## config.mk

```make
export PLATFORM = sky130hd
export DESIGN_NAME = prod_accum_flat
export DESIGN_NICKNAME = d
export VERILOG_FILES = /design/src/rtl/prod_accum_pkg.sv /design/src/rtl/prod_accum_if.sv /design/src/rtl/prod_accum_sat_add.sv /design/src/rtl/prod_accum.sv /design/src/flat_wrapper.sv
export SDC_FILE = /design/constraint.sdc
export NUM_CORES = 1
export LEC_CHECK = 0
export CORE_ASPECT_RATIO = 0.8
export CORE_MARGIN = 5
export CORE_UTILIZATION = 51
export DETAILED_ROUTE_END_ITERATION = 7
export GPL_ROUTABILITY_DRIVEN = 0
export GPL_TIMING_DRIVEN = 0
export PLACE_DENSITY = 0.85
export SYNTH_ARGS = -nofsm -noshare
export SYNTH_HDL_FRONTEND = slang
export SYNTH_SLANG_ARGS = --single-unit
export TNS_END_PERCENT = 10
```

## constraint.sdc

```tcl
create_clock -name clk -period 3 [get_ports clk]
set_input_delay 0.6 -clock clk [delete_from_list [all_inputs] [get_ports clk]]
set_output_delay 0.6 -clock clk [all_outputs]
set_load 0.03 [all_outputs]
```

## src/rtl/prod_accum_pkg.sv

```systemverilog
// Shared types and default sizing for the product accumulator slice.
package prod_accum_pkg;

   localparam int N_PROD_DEF = 4;
   localparam int ACC_W_DEF  = 20;
   localparam int PROD_W     = 16;

   typedef enum logic [1:0] {
      IDLE  = 2'd0,
      ACCUM = 2'd1,
      HOLD  = 2'd2
   } state_e;

   // Width of a counter that must reach n inclusive.
   function automatic int cnt_width(input int n);
      return $clog2(n + 1);
   endfunction

endpackage

```

## src/rtl/prod_accum_if.sv

```systemverilog
// Product-in / sum-out handshake bundle; master is the producer/consumer side.
interface prod_accum_if
   import prod_accum_pkg::*;
#(
   parameter int N_PROD = N_PROD_DEF,
   parameter int ACC_W  = ACC_W_DEF,
   parameter int CNT_W  = cnt_width(N_PROD)
) ();

   logic              clr;
   logic [PROD_W-1:0] prod;
   logic              prod_valid;
   logic              prod_ready;
   logic [ACC_W-1:0]  sum;
   logic              sum_valid;
   logic              sum_ready;
   logic [CNT_W-1:0]  cnt;
   logic              ovf;

   modport master (
      output clr, prod, prod_valid, sum_ready,
      input  prod_ready, sum, sum_valid, cnt, ovf
   );

   modport slave (
      input  clr, prod, prod_valid, sum_ready,
      output prod_ready, sum, sum_valid, cnt, ovf
   );

endinterface

```

## src/rtl/prod_accum_sat_add.sv

```systemverilog
// W-bit adder with carry-out; PROD_ACCUM_SAT_EN clamps the result to all-ones on carry.
module sat_add #(
   parameter int W = 20
) (
   input  logic [W-1:0] a_i,
   input  logic [W-1:0] b_i,
   output logic [W-1:0] s_o,
   output logic         co_o
);

   logic [W:0] raw;

   assign raw  = {1'b0, a_i} + {1'b0, b_i};
   assign co_o = raw[W];

`ifdef PROD_ACCUM_SAT_EN
   assign s_o = raw[W] ? {W{1'b1}} : raw[W-1:0];
`else
   assign s_o = raw[W-1:0];
`endif

endmodule

```

## src/rtl/prod_accum.sv

```systemverilog
// Sums blocks of N_PROD unsigned products and holds each sum until taken.
// Optional saturation on overflow: define PROD_ACCUM_SAT_EN.
module prod_accum
   import prod_accum_pkg::*;
#(
   parameter int N_PROD = N_PROD_DEF,
   parameter int ACC_W  = ACC_W_DEF
) (
   input  logic        clk,
   input  logic        rst,
   prod_accum_if.slave bus
);

   localparam int               CNT_W    = cnt_width(N_PROD);
   localparam logic [CNT_W-1:0] CNT_LAST = CNT_W'(N_PROD);

   state_e           state_q;
   logic [ACC_W-1:0] acc_q;
   logic [CNT_W-1:0] cnt_q;
   logic             ovf_q;
   logic             sv_q;
   logic             rdy_q;

   logic [ACC_W-1:0] prod_ext;
   logic [ACC_W-1:0] add_s;
   logic             add_co;
   logic [CNT_W-1:0] cnt_inc;
   logic             xfer;

   assign prod_ext = ACC_W'(bus.prod);
   assign cnt_inc  = cnt_q + CNT_W'(1);
   // rdy_q is low only in HOLD and during reset, so it doubles as the accept gate.
   assign xfer     = bus.prod_valid & rdy_q;

   sat_add #(.W(ACC_W)) u_add (
      .a_i  (acc_q),
      .b_i  (prod_ext),
      .s_o  (add_s),
      .co_o (add_co)
   );

   always_ff @(posedge clk or negedge rst) begin
      if (!rst) begin
         state_q <= IDLE;
         acc_q   <= '0;
         cnt_q   <= '0;
         ovf_q   <= 1'b0;
         sv_q    <= 1'b0;
         rdy_q   <= 1'b0;
      end else if (bus.clr) begin
         state_q <= IDLE;
         acc_q   <= '0;
         cnt_q   <= '0;
         ovf_q   <= 1'b0;
         sv_q    <= 1'b0;
         rdy_q   <= 1'b1;
      end else begin
         case (state_q)
            IDLE: begin
               rdy_q <= 1'b1;
               if (xfer) begin
                  acc_q <= prod_ext;
                  cnt_q <= CNT_W'(1);
                  ovf_q <= 1'b0;
                  if (N_PROD == 1) begin
                     state_q <= HOLD;
                     sv_q    <= 1'b1;
                     rdy_q   <= 1'b0;
                  end else begin
                     state_q <= ACCUM;
                  end
               end
            end
            ACCUM: begin
               rdy_q <= 1'b1;
               if (xfer) begin
                  acc_q <= add_s;
                  cnt_q <= cnt_inc;
                  ovf_q <= ovf_q | add_co;
                  if (cnt_inc == CNT_LAST) begin
                     state_q <= HOLD;
                     sv_q    <= 1'b1;
                     rdy_q   <= 1'b0;
                  end
               end
            end
            HOLD: begin
               // ovf survives the handshake so software can still see it while idle.
               if (bus.sum_ready) begin
                  state_q <= IDLE;
                  acc_q   <= '0;
                  cnt_q   <= '0;
                  sv_q    <= 1'b0;
                  rdy_q   <= 1'b1;
               end else begin
                  rdy_q   <= 1'b0;
               end
            end
            default: begin
               state_q <= IDLE;
               acc_q   <= '0;
               cnt_q   <= '0;
               ovf_q   <= 1'b0;
               sv_q    <= 1'b0;
               rdy_q   <= 1'b1;
            end
         endcase
      end
   end

   assign bus.prod_ready = rdy_q;
   assign bus.sum        = acc_q;
   assign bus.sum_valid  = sv_q;
   assign bus.cnt        = cnt_q;
   assign bus.ovf        = ovf_q;

endmodule

```

## src/flat_wrapper.sv

```systemverilog
// flat-port wrapper written by rule: the top's interface ports become plain ports
module prod_accum_flat import prod_accum_pkg::*;
#(
   parameter int N_PROD = N_PROD_DEF,
   parameter int ACC_W  = ACC_W_DEF
)
  (clk, rst, bus_clr, bus_prod, bus_prod_valid, bus_sum_ready, bus_prod_ready, bus_sum, bus_sum_valid, bus_cnt, bus_ovf);
  prod_accum_if #(.N_PROD(N_PROD), .ACC_W(ACC_W)) bus_i ();
  input  logic clk;
  input  logic rst;
  input wire logic [$bits(bus_i.clr)-1:0] bus_clr;
  input wire logic [$bits(bus_i.prod)-1:0] bus_prod;
  input wire logic [$bits(bus_i.prod_valid)-1:0] bus_prod_valid;
  input wire logic [$bits(bus_i.sum_ready)-1:0] bus_sum_ready;
  output wire logic [$bits(bus_i.prod_ready)-1:0] bus_prod_ready;
  output wire logic [$bits(bus_i.sum)-1:0] bus_sum;
  output wire logic [$bits(bus_i.sum_valid)-1:0] bus_sum_valid;
  output wire logic [$bits(bus_i.cnt)-1:0] bus_cnt;
  output wire logic [$bits(bus_i.ovf)-1:0] bus_ovf;
  assign bus_i.clr = bus_clr;
  assign bus_i.prod = bus_prod;
  assign bus_i.prod_valid = bus_prod_valid;
  assign bus_i.sum_ready = bus_sum_ready;
  assign bus_prod_ready = bus_i.prod_ready;
  assign bus_sum = bus_i.sum;
  assign bus_sum_valid = bus_i.sum_valid;
  assign bus_cnt = bus_i.cnt;
  assign bus_ovf = bus_i.ovf;
  prod_accum #(.N_PROD(N_PROD), .ACC_W(ACC_W)) u_core (.clk(clk), .rst(rst), .bus(bus_i));
endmodule
```

==> flow_summary.toml <==
[critical_path]
crit-reg2reg-capture = "u_core.bus.sum[18]$_DFFE_PN0P_"
startpoint_type = "input port"
cp.arrival_ps = 2860
worst_r2r_startpoint = "u_core.bus.sum[0]$_DFFE_PN0P_"
critPathMaxFanout = 4
crit_path_end = "u_core.bus.sum[18]$_DFFE_PN0P_"
cp-end-kind = "flop"
worstSetupStartpoint = "bus_prod[0]"
r2r_slack_ps = 640
crit_type = "in2reg"
critPathRequiredTime_ps = 3190
r2r_cells = 8

[timing]
relSlewSlack = 0.563
worst_slew_pin_slew_ps = 655
setup-violations-final = 0
timing.hold.ws_ps = 321
rsz0062_at_grt = "no"
drv_slew = 0
finalHoldViolCount = 0
finalCritPeriodShare = 0.891
clock_skew_ps = 3.11
period_minus_slack_ps = 2670
fmax_mhz = 374
fin_ws_ps = 328
finalSetupTns_ps = 0

[cells_and_area]
seq_area_sq_um = 701
syn_to_final_growth_pct = 26.4
antennaDiodeCount = 0
final_cell_area_sq_um = 2790
utilization = 0.667
nets = 347
drive_above_1_share = 0.0397
multi_input_area_sq_um = 1430
n_fill_cell = 348
fin_cells = 359

[floorplan]
ios = 47
die_area_sq_um = 5740
rows = 21
initial_core_util = 0.527
die_w_microns = 83.5
die_h_microns = 68.8
core_area_sq_um = 4180

[worst_hold_path]
hold_class = "in2async"

[power]
finalPower_mw = 2.22
cellLeakagePower_nw = 1.18
p_per_area_nw_per_um2 = 796
vdd_drop_max_mv = 0.322

[cts]
cts_buffer_depth = 2
postCtsSetupBuffers = 0
cts.hold.buffers_added = 0
cts_max_level = 1
clock_sinks = 28
cts_resized = 0
cts_tree = "yes"
cts_root_buf = "clkbuf_8"
insertion_delay_ps = 290
clk_pin_slew_ps = 110
cts_buffers = 3

[place]
hpwl_mm = 4.20
place_ws_ps = 5.65
port_buffers = 46
placed_area_sq_um = 2740
dp.cells = 355

[synth]
synth.cell_area_sq_um = 2200
ys_ff_latch = 28
syn_inst = 252
syn-num-nets = 296
yosysWarnings = 0
synth_ff_type = "dfrtp_1"
yosysSeqAreaShare = 0.318
synth_edf_count = 0
synth_cell_types = 43
async_flop_share = 1.00
syn_avg_cell_area_sq_um = 8.74

[drt]
vias_per_cell = 5.80
vias = 2081
route.detailed.drc = 0
dr.pass1.iters = 4
drt_iter0_drc = 139
wl_mm = 5.50
wire_per_inst_microns = 15.3
ant_nets = 0

[global_route]
antenna_found_initial = 0
grt_max_degree = 29
grt_use_total = 0.208
grt_pass1_vias = 1947
grt_overflow = 0
grt_pass1_wl_mm = 9.50

[outcome]
outcome = "complete, no violations"

[run]
maxCapViolCount = 0
## where the power goes
group	internal (mW)	switching (mW)
clock network	0.118	0.139
registers	0.472	0.0926
logic	0.576	0.819
## worst min path at each step
stage / start / endpoint / slack (ps) / cells after the start
2_1_floorplan: rst / u_core.bus.cnt[0]$_DFFE_PN0P_ / 300 / 0
3_3_place_gp: u_core.bus.sum[3]$_DFFE_PN0P_ / u_core.bus.sum[3]$_DFFE_PN0P_ / 500 / 2
3_5_place_dp: u_core.bus.sum[3]$_DFFE_PN0P_ / u_core.bus.sum[3]$_DFFE_PN0P_ / 520 / 2
4_1_cts: u_core.bus.cnt[2]$_DFFE_PN0P_ / u_core.bus.cnt[2]$_DFFE_PN0P_ / 530 / 1
5_1_grt: rst / u_core.bus.sum[3]$_DFFE_PN0P_ / 370 / 1
6_report: rst / u_core.bus.sum[3]$_DFFE_PN0P_ / 320 / 1
## cells in the mapped netlist, drive strengths merged (6+ instances only)
cell type | n | area [sq um]
dfrtp | 28 | 701
inv | 6 | 22.5
a211oi | 6 | 45.0
ha | 22 | 275
o21ai | 10 | 50.1
xnor2 | 9 | 78.8
nand3 | 11 | 60.1
a21oi | 26 | 145
o211ai | 8 | 60.1
clkbuf | 10 | 37.5
nor2 | 16 | 60.1
a21o | 8 | 60.1
nand2 | 23 | 86.3
xor2 | 6 | 52.6
## worst max-delay path, stage by stage
cell	delay, ps
clkdlybuf4s50_1	430
ha_1	240
fa_1	430
a211oi_1	230
o21a_1	240
a211o_1	210
a21oi_4	80
nand3_2	100
mux2_4	290
## cell usage in the layout, fill, tap and decap left out, types with 4 or more instances in the layout
cell and count:
o211ai_1 8, nand2_1 23, o21ai_1 6, a211oi_1 6, dfrtp_1 28, xor2_1 6
o21ai_0 4, clkbuf_1 10, a21oi_1 24, and3_1 4, a22oi_1 5, nor2_1 16
nor3_1 4, xnor2_1 9, clkbuf_8 4, clkdlybuf4s50_1 45, inv_1 6, nor2b_1 5
a31oi_1 4, o31ai_1 4, o22ai_1 4, nand3_1 10, nand4_1 4, a21o_1 8
ha_1 22
## layout make-up
cell class              instances  area share
flip-flops and latches         28       0.252
inverters                       6     0.00809
well taps                      57      0.0256
clock buffers                   4      0.0198
repair buffers                 46       0.164
multi-input cells             206       0.514
plain buffers                  12      0.0171
## sequential cells by signal (all words and copies together) (netlist names)
signal                 cells
u_core.bus.sum            20
u_core.bus.cnt             3
u_core.state_q             2
u_core.bus.ovf             1
u_core.bus.prod_ready      1
u_core.bus.sum_valid       1
## cells by family (layout without fill, tap and decap cells)
logic type      after synthesis  after routing  share of synthesized area
flops                        28             28                      0.318
simple gates                 78             78                      0.173
fa+ha+maj                    23             23                      0.134
buf+inv                      18             68                     0.0318
xor+xnor                     15             15                     0.0596
mux                           3              3                     0.0170
compound gates               87             87                      0.267
## routing by layer
metal	track usage	up-vias	part of all wire
li1	-	1035	-
met1	0.284	954	0.47
met4	0.0562	0	0.0055
met5	0	-	0
met3	0.0463	4	0.084
met2	0.339	88	0.45
(Power assumes the default switching activity.)
